--- config.mk ---
export PLATFORM = sky130hd
export DESIGN_NAME = acq_seq_ctrl
export DESIGN_NICKNAME = d
export VERILOG_FILES = /design/src/rtl/acq_seq_ctrl.sv
export SDC_FILE = /design/constraint.sdc
export NUM_CORES = 1
export LEC_CHECK = 0
export BUFFER_PORTS_ARGS = -buffer_cell sky130_fd_sc_hd__buf_2
export CORE_MARGIN = 3
export CORE_UTILIZATION = 40
export DETAILED_ROUTE_END_ITERATION = 10
export PLACE_DENSITY = 0.6
export SLEW_MARGIN = 0
export SYNTH_ARGS = -nofsm -noshare
export SYNTH_HDL_FRONTEND = slang
export SYNTH_SLANG_ARGS = --single-unit
--- constraint.sdc ---
create_clock -name clk -period 4.4 [get_ports clk]
set_input_delay 0.88 -clock clk [delete_from_list [all_inputs] [get_ports clk]]
set_output_delay 0.88 -clock clk [all_outputs]
set_load 0.005 [all_outputs]
--- src/rtl/acq_seq_ctrl.sv ---
// acq_seq_ctrl
// Acquisition sequencer for one capture frame of the DDR write-address
// generator: re-arm, pre-trigger fill, trigger wait, post-trigger fill and
// readout hand-off. It owns the generator's reset, wr_en and auto_rd_en.
//
// State table (acq_state code):
//   IDLE      (0) | parked; generator held in reset, waiting for run rising edge
//   REARM     (1) | generator reset held RST_HOLD cycles; frame settings latched
//   PRETRIG   (2) | writing; counting sync_en strobes up to the pre-trigger length
//   WAIT_TRIG (3) | ring writing; waiting for trig_in edge, force_trig or timeout
//   POSTTRIG  (4) | writing post-trigger samples until write_stop
//   READOUT   (5) | writes stopped; waiting for rd_done from the readout block
//
// Ports:
//   clk, rst            sample-path clock, asynchronous active-low reset
//   run, single         acquisition enable level, single-shot select
//   auto_mode           force a trigger after timeout_len cycles in WAIT_TRIG
//   force_trig, trig_in immediate trigger pulse, synchronous trigger (rising edge)
//   sync_en             sample-valid strobe counted during PRETRIG
//   pretrig_len         pre-trigger length in sync_en strobes
//   timeout_len         auto-trigger timeout in clk cycles
//   write_stop, rd_done post-fill complete, frame consumed
//   addr_gen_rst_n, wr_en, auto_rd_en   address generator controls
//   rd_start, trig_forced               readout hand-off pulse, trigger source flag
//   acq_state, frame_cnt, busy          status

module acq_seq_ctrl #(
    parameter int ADDR_W   = 28,
    parameter int TO_W     = 32,
    parameter int RST_HOLD = 4
) (
    input  logic              clk,
    input  logic              rst,
    input  logic              run,
    input  logic              single,
    input  logic              auto_mode,
    input  logic              force_trig,
    input  logic              trig_in,
    input  logic              sync_en,
    input  logic [ADDR_W-1:0] pretrig_len,
    input  logic [TO_W-1:0]   timeout_len,
    input  logic              write_stop,
    input  logic              rd_done,
    output logic              addr_gen_rst_n,
    output logic              wr_en,
    output logic              auto_rd_en,
    output logic              rd_start,
    output logic              trig_forced,
    output logic [2:0]        acq_state,
    output logic [15:0]       frame_cnt,
    output logic              busy
);

    localparam int HOLD_W = (RST_HOLD > 1) ? $clog2(RST_HOLD) : 1;

    typedef enum logic [2:0] {
        S_IDLE      = 3'd0,
        S_REARM     = 3'd1,
        S_PRETRIG   = 3'd2,
        S_WAIT_TRIG = 3'd3,
        S_POSTTRIG  = 3'd4,
        S_READOUT   = 3'd5
    } state_t;

    state_t            state;

    // Control inputs are registered once; the FSM acts on these copies.
    logic              run_s, run_d;
    logic              trig_s, trig_d;
    logic              force_s, ws_s, rd_s;

    logic              single_l;
    logic [ADDR_W-1:0] pre_len_l, pre_cnt;
    logic [TO_W-1:0]   to_len_l, to_cnt;
    logic [HOLD_W-1:0] hold_cnt;

    logic run_rise, trig_evt, timeout_hit, pre_done;
    logic in_frame, frame_end, enter_rearm, go_idle;

    assign run_rise    = run_s & ~run_d;
    assign trig_evt    = trig_s & ~trig_d;
    assign timeout_hit = auto_mode && (to_cnt == to_len_l);
    // Count includes the current strobe so a length of N spans N cycles;
    // a zero length matches immediately and PRETRIG lasts one cycle.
    assign pre_done    = (pre_cnt == pre_len_l) ||
                         (sync_en && ((pre_cnt + 1'b1) == pre_len_l));
    assign in_frame    = (state == S_REARM) || (state == S_PRETRIG) ||
                         (state == S_WAIT_TRIG) || (state == S_POSTTRIG);
    assign frame_end   = (state == S_READOUT) && rd_s;
    assign enter_rearm = ((state == S_IDLE) && run_rise) ||
                         (frame_end && !single_l && run_s);
    assign go_idle     = (in_frame && !run_s) ||
                         (frame_end && (single_l || !run_s));

    assign acq_state = state;

    always_ff @(posedge clk or negedge rst) begin
        if (!rst) begin
            state          <= S_IDLE;
            run_s          <= 1'b0;
            run_d          <= 1'b0;
            // Reset high so a trigger already asserted at reset is not an edge.
            trig_s         <= 1'b1;
            trig_d         <= 1'b1;
            force_s        <= 1'b0;
            ws_s           <= 1'b0;
            rd_s           <= 1'b0;
            single_l       <= 1'b0;
            pre_len_l      <= '0;
            pre_cnt        <= '0;
            to_len_l       <= '0;
            to_cnt         <= '0;
            hold_cnt       <= '0;
            addr_gen_rst_n <= 1'b0;
            wr_en          <= 1'b0;
            auto_rd_en     <= 1'b0;
            rd_start       <= 1'b0;
            trig_forced    <= 1'b0;
            frame_cnt      <= '0;
            busy           <= 1'b0;
        end else begin
            run_s    <= run;
            run_d    <= run_s;
            trig_s   <= trig_in;
            trig_d   <= trig_s;
            force_s  <= force_trig;
            ws_s     <= write_stop;
            rd_s     <= rd_done;
            rd_start <= 1'b0;

            if (frame_end) begin
                frame_cnt <= frame_cnt + 16'd1;
            end

            if (go_idle) begin
                state          <= S_IDLE;
                addr_gen_rst_n <= 1'b0;
                wr_en          <= 1'b0;
                auto_rd_en     <= 1'b0;
                busy           <= 1'b0;
            end else if (enter_rearm) begin
                state          <= S_REARM;
                busy           <= 1'b1;
                addr_gen_rst_n <= 1'b0;
                wr_en          <= 1'b0;
                auto_rd_en     <= 1'b0;
                hold_cnt       <= HOLD_W'(RST_HOLD - 1);
                single_l       <= single;
                pre_len_l      <= pretrig_len;
                to_len_l       <= timeout_len;
                pre_cnt        <= '0;
                to_cnt         <= '0;
                trig_forced    <= 1'b0;
            end else begin
                case (state)
                    S_IDLE: begin
                    end
                    S_REARM: begin
                        if (hold_cnt == '0) begin
                            state          <= S_PRETRIG;
                            addr_gen_rst_n <= 1'b1;
                            wr_en          <= 1'b1;
                        end else begin
                            hold_cnt <= hold_cnt - 1'b1;
                        end
                    end
                    S_PRETRIG: begin
                        if (sync_en) begin
                            pre_cnt <= pre_cnt + 1'b1;
                        end
                        if (pre_done) begin
                            state      <= S_WAIT_TRIG;
                            auto_rd_en <= 1'b1;
                        end
                    end
                    S_WAIT_TRIG: begin
                        to_cnt <= to_cnt + 1'b1;
                        if (trig_evt || force_s || timeout_hit) begin
                            state       <= S_POSTTRIG;
                            auto_rd_en  <= 1'b0;
                            // A real trigger edge wins over a coincident forced one.
                            trig_forced <= !trig_evt;
                        end
                    end
                    S_POSTTRIG: begin
                        if (ws_s) begin
                            state    <= S_READOUT;
                            wr_en    <= 1'b0;
                            rd_start <= 1'b1;
                        end
                    end
                    S_READOUT: begin
                    end
                    default: begin
                        state          <= S_IDLE;
                        addr_gen_rst_n <= 1'b0;
                        wr_en          <= 1'b0;
                        auto_rd_en     <= 1'b0;
                        busy           <= 1'b0;
                    end
                endcase
            end
        end
    end

endmodule

==> results of run 1 <==
layer usage:
layer,up-vias,GRT usage,part of all wire
li1,3113,-,-
met1,2907,0.251,0.49
met2,100,0.283,0.46
met3,16,0.0408,0.034
met4,0,0.0447,0.015
met5,-,0,0
cells in the final DEF, fill, tap and decap left out, types with 3 or more instances in the layout:
| cell | Yosys | routed |
|---|---|---|
| a21oi_1 | 12 | 12 |
| a31oi_1 | 4 | 4 |
| and2_1 | 5 | 5 |
| and3_1 | 17 | 17 |
| and4_1 | 6 | 6 |
| buf_2 | 2 | 93 |
| buf_4 | 2 | 4 |
| clkbuf_16 | 0 | 17 |
| clkinvlp_4 | 0 | 3 |
| dfrtp_1 | 153 | 153 |
| ha_1 | 4 | 4 |
| inv_1 | 12 | 12 |
| inv_6 | 0 | 4 |
| mux2_2 | 4 | 4 |
| mux2i_1 | 5 | 5 |
| nand2_1 | 238 | 238 |
| nand2b_1 | 4 | 4 |
| nand3_1 | 32 | 32 |
| nand4_1 | 26 | 26 |
| nor2_1 | 79 | 79 |
| nor2b_1 | 4 | 4 |
| nor3_1 | 18 | 18 |
| nor4_1 | 7 | 7 |
| o21ai_0 | 26 | 26 |
| o31ai_1 | 8 | 8 |
| or3_1 | 6 | 6 |
| or4_1 | 3 | 3 |
| xnor2_1 | 76 | 76 |
| xor2_1 | 57 | 57 |
registers in the layout (all words and copies together) (netlist names), 2 cells and up:
signal / count
pre_len_l: 28
pre_cnt: 28
to_len_l: 32
acq_state: 3
hold_cnt: 2
frame_cnt: 16
to_cnt: 32
per-stage QoR:
stage	area, sq um	utilization	hold slack [ns]
finish	9290	0.474	0.366
global route	9290	0.474	0.375
CTS	9290	0.474	0.369
detailed placement	8720	0.445	0.359
global placement	8720	0.445	0.357
floorplan	8040	-	0.354
power groups by stage:
stage / clock, mW / sequential (mW) / combinational, mW
after CTS: 1.48 / 2.01 / 1.14
after global routing: 1.53 / 2.05 / 1.28
final: 1.44 / 2.01 / 1.12
after floorplan: 0 / 1.93 / 0.858
after detailed placement: 0 / 2.03 / 1.12
after global placement: 0 / 2.03 / 1.12
path summary, 6_finish.rpt:
path                       depth (start not counted)  slack [ns]       endpoint
max                                                7        1.46     to_cnt[25]
min                                                0        0.37         trig_d
max reg2reg                                        7        1.46     to_cnt[25]
min reg2reg                                        0        0.37         trig_d
max in group asynchronous                          2        3.03         trig_d
min in group asynchronous                          1        0.48  pre_len_l[14]
cell type report:
class / count / share of cell area
repair buffers: 99 / 0.0567
multi-input cells: 681 / 0.424
flip-flops and latches: 155 / 0.418
clock buffers: 19 / 0.0466
inverters: 12 / 0.00485
well taps: 265 / 0.0357
clock inverters: 13 / 0.0143
logic make-up (layout without fill, tap and decap cells):
group	Yosys count	after routing
AOI/OAI and AO/OA	72	72
xor gates and xnor gates	133	133
adders and majority gates	5	5
buffers and inverters	52	143
DFF	155	155
muxes	10	10
and+or+nand+nor	461	461
worst register-to-register path: stages (launching register included):
cell	delay, ns
dfrtp_1	0.54
nor3_1	0.48
o21bai_4	0.31
a211oi_2	0.44
and4_1	0.37
nand3_2	0.18
or3_1	0.38
a21oi_1	0.16
==> results.yml, run 1 <==
clocking:
  cts_max_path_buffers: 2
  cts_tree: "built"
  ctsResizeCount: 0
  cts_buffers: 17
  clk_latency_ns: 0.43
  post-cts-setup-buffers: 0
  cts_sinks: 155
  clockRootBuffer: "clkbuf_16"
  clk_pin_slew_ns: 0.06
  cts_hold_buf: 0
  htreeDepth: 4
timing:
  drv_slew: 0
  worst_slack_ns: 1.46
  max_freq_ghz: 0.340
  worst_pin_slew_ns: 0.708
  rsz0062_at_grt: "false"
  fin_worst_skew_ns: 0.0109
  setup_viol: 0
  fin_crit_sh: 0.667
  hold_viol: 0
  relSlewSlack: 0.527
  setup_tns_ns: 0
  fin_crit_ns: 2.94
critical_path:
  path_class: "flip-flop to flip-flop"
  critPathSlowestCell: "dfrtp_1"
  critPathArrivalTime_ns: 3.28
  crit_required_ns: 4.74
  crit_chain: "nor3_1 -> o21bai_4 -> a211oi_2 -> and4_1 -> nand3_2 -> or3_1 -> a21oi_1"
  crit_path_max_fanout: 27
  crit_path_max_incr_delay_ns: 0.54
  path_buf_inv: 0
  timing.rr.start: "acq_state[0]"
  startpoint_type: "flip-flop"
  crit_start: "acq_state[0]"
  crit_family: "simple AND/OR/NAND/NOR gates"
  end_kind: "flip-flop"
power_and_ir_drop:
  power.switching_mw: 1.56
  p_sw_frac: 0.340
  ir_drop_v: 0.000242
  combinationalPowerShare: 0.245
  total_power_mw: 4.57
  seqPwrFrac: 0.440
  leakagePower_nw: 4.42
  internal-power_mw: 3.01
  pwr-share-clk: 0.315
  powerDensity_mw_per_mm2: 492
synth:
  ys_seq_area_frac: 0.483
  synth.avg_cell_area_sq_um: 9.06
  yosys-top-cells-count: "nand2_1 (238), dfrtp_1 (153), nor2_1 (79)"
  syn_area_sq_mm: 0.00804
  muxShareOfSynthArea: 0.0132
  syn_nets: 962
  async_reset_ff_frac: 1.00
  ys.flop_type: "dfrtp_1"
  yosysTopAreaCell: "dfrtp_1"
  synthXorXnorAreaFrac: 0.145
  netlist_top_cells_area: "dfrtp_1 (48%), nand2_1 (11%), xnor2_1 (8.3%)"
  synth_compound_area_frac: 0.0580
  synth_fa_ha_area_frac: 0.00747
  ys_warn_count: 0
  synth-simple-area-share: 0.264
  synth_seq_cells: 155
  postSynthCellCount: 888
  synth_top_family_by_area: "simple AND/OR/NAND/NOR gates"
  yosysMostFrequentCell: "nand2_1"
  synth_top_area_frac: 0.476
  yosysUniqueCellTypes: 62
  synth_edf_count: 0
global_routing:
  grt_start_max_net_pins: 82
  grt_use_total: 0.179
  antenna_found_initial: 0
  grt_pass1_vias: 6081
  gr-total-overflow: 0
  grt_pass1_wl_mm: 31.5
placement:
  dp_hpwl_mm: 13.2
  gp_congestion: 0.908
  dp.cells: 1212
  port-buffer-count: 94
  pre_cts_slack_ns: 1.50
worst_hold_path:
  min_from: "trig_s"
  hp-class: "flip-flop to flip-flop"
route:
  routed_wl_mm: 18.9
  ant_nets: 0
  remaining_drc_errors: 0
  num_vias: 6136
  drtIter0Drc: 397
  vias_per_cell: 4.93
  wl_per_cell_um: 15.2
  first_pass_iters: 4
floorplanning:
  fp.dieArea_sq_mm: 0.0218
  start_util: 0.410
  die_h_um: 148
  row_count: 51
  io_pins: 95
  coreArea_sq_mm: 0.0196
  die_w_um: 148
status:
  status: "complete, no violations"
cells_and_area:
  multi_input_area_sq_mm: 0.00394
  area_growth_pct: 15.5
  final_nets: 1040
  final_layout_size_suffix_gt1_frac: 0.154
  regArea_sq_mm: 0.00388
  num_antenna_cells: 0
  fin_cells: 1244
  fill_cells: 1946
flow_run:
  drv_cap: 0
Power figures use the tool's default switching activity.
==> inputs of run 2 (changes only) <==
- clock period: 4.4 -> 3.05 ns (I/O delays scaled with it)
==> results.yml, run 2 (synthesis results as in run 1) <==
clocking:
  post-cts-setup-buffers: 0
  clockRootBuffer: "clkbuf_16"
  ctsResizeCount: 0
  cts_hold_buf: 0
  cts_max_path_buffers: 2
  clk_latency_ns: 0.43
  cts_buffers: 17
  htreeDepth: 4
  cts_tree: "built"
  clk_pin_slew_ns: 0.07
  cts_sinks: 155
global_routing:
  antenna_found_initial: 0
  grt_start_max_net_pins: 81
  grt_use_total: 0.186
  grt_pass1_wl_mm: 32.7
  gr-total-overflow: 0
  grt_pass1_vias: 6484
cells_and_area:
  num_antenna_cells: 0
  final_layout_size_suffix_gt1_frac: 0.165
  mostFrequentLayoutCells: "nand2_1 (238), dfrtp_1 (153), buf_2 (93)"
  final_nets: 1051
  area_growth_pct: 16.9
  top_regs: "to_cnt (32), to_len_l (32)"
  final_common_cell: "nand2_1"
floorplanning:
  start_util: 0.410
  die_h_um: 148
  io_pins: 95
  coreArea_sq_mm: 0.0196
  fp.dieArea_sq_mm: 0.0218
  row_count: 51
  die_w_um: 148
timing:
  fin_worst_skew_ns: 0.0111
  fin_crit_ns: 2.68
  drv_slew: 0
  setup_viol: 0
  relSlewSlack: 0.510
  hold_viol: 0
  whs_ns: 0.115
  fin_crit_sh: 0.880
  setup_tns_ns: 0
  worst_pin_slew_ns: 0.734
  rsz0062_at_grt: "false"
  max_freq_ghz: 0.372
critical_path:
  startpoint_type: "flip-flop"
  crit_chain: "ha_1 -> nand2_1 -> nor4_2 -> nand3_1 -> mux2i_1 -> or3b_2 -> a21oi_1 -> a41oi_1 -> a21oi_1"
  path_class: "flip-flop to flip-flop"
  critPathSlowestCell: "or3b_2"
  critPathArrivalTime_ns: 3.03
  crit_path_max_incr_delay_ns: 0.47
  crit_path_max_fanout: 6
  crit_required_ns: 3.40
  r2r_cells: 9
  end_kind: "flip-flop"
  crit_path_frequent_cell: "a21oi_1"
power_and_ir_drop:
  power.switching_mw: 2.23
  combinationalPowerShare: 0.245
  seqPwrFrac: 0.436
  leakagePower_nw: 4.50
  p_sw_frac: 0.336
  total_power_mw: 6.64
  internal-power_mw: 4.41
  pwr-share-clk: 0.319
  ir_drop_v: 0.000343
  powerDensity_mw_per_mm2: 706
route:
  num_vias: 6322
  drtIter0Drc: 457
  vias_per_cell: 5.04
  ant_nets: 0
  first_pass_iters: 7
  wl_per_cell_um: 15.3
  remaining_drc_errors: 0
  routed_wl_mm: 19.2
placement:
  port-buffer-count: 94
  dp_hpwl_mm: 13.9
  gp_congestion: 0.924
status:
  status: "complete, no violations"
flow_run:
  drv_cap: 0
worst_hold_path:
  hp-class: "primary input to async pin"
[run 2: changes by cell type in the layout (fill, tap and decap cells not counted), sizes merged]
cell      change
buf          +11
clkbuf        +1
clkinv        +2
clkinvlp      -2
inv           -1
[run 2: cell type report]
type                            instances  area, sq um
Fill cell                            1904        10200
Multi-Input combinational cell        681         3940
Sequential cell                       155         3880
Timing Repair Buffer                  110          622
Clock buffer                           20          457
Tap cell                              265          332
Clock inverter                         12          133
Inverter                               12         45.0
[run 2: final timing paths]
kind                       startpoint            end  slack [ns]
setup / recovery           pre_cnt[0]     auto_rd_en        0.37
hold / removal                    rst  pre_len_l[12]        0.11
setup reg to reg           pre_cnt[0]     auto_rd_en        0.37
hold reg to reg                trig_s         trig_d        0.37
max in group asynchronous         rst  pre_len_l[23]        2.20
min in group clk              trig_in         trig_s        0.28
[run 2: per-layer routing]
metal / vias up / global-route usage / wire (um) / part of all wire
li1: 3128 / - / - / -
met1: 3011 / 0.249 / 8970 / 0.47
met2: 155 / 0.299 / 8950 / 0.47
met4: 0 / 0.0559 / 395 / 0.021
met5: - / 0 / 0 / 0
met3: 28 / 0.0457 / 902 / 0.047
[run 2: power groups by stage]
| stage | logic [mW] | registers [mW] | clock network (mW) |
|---|---|---|---|
| finish | 1.63 | 2.90 | 2.12 |
| floorplan | 1.24 | 2.78 | 0 |
| global placement | 1.63 | 2.93 | 0 |
| CTS | 1.65 | 2.90 | 2.16 |
| detailed placement | 1.64 | 2.94 | 0 |
| global route | 1.86 | 2.96 | 2.25 |
[run 2: worst max-delay path, delay by kind of cell, from the launching register on]
family	cells	cell delay [ns]
compound gates	3	0.49
simple gates	4	1.21
fa+ha+maj	1	0.30
mux	1	0.16
flops	1	0.43
[run 2: metrics by stage]
stage | worst slack, ns | cell area [sq um] | cells | util
detailed placement | 0.388 | 8810 | 1223 | 0.450
global placement | 0.418 | 8810 | 1223 | 0.450
floorplan | 0.647 | 8040 | 888 | -
CTS | 0.371 | 9400 | 1255 | 0.480
global route | 0.182 | 9400 | 1255 | 0.480
finish | 0.365 | 9400 | 1255 | 0.480
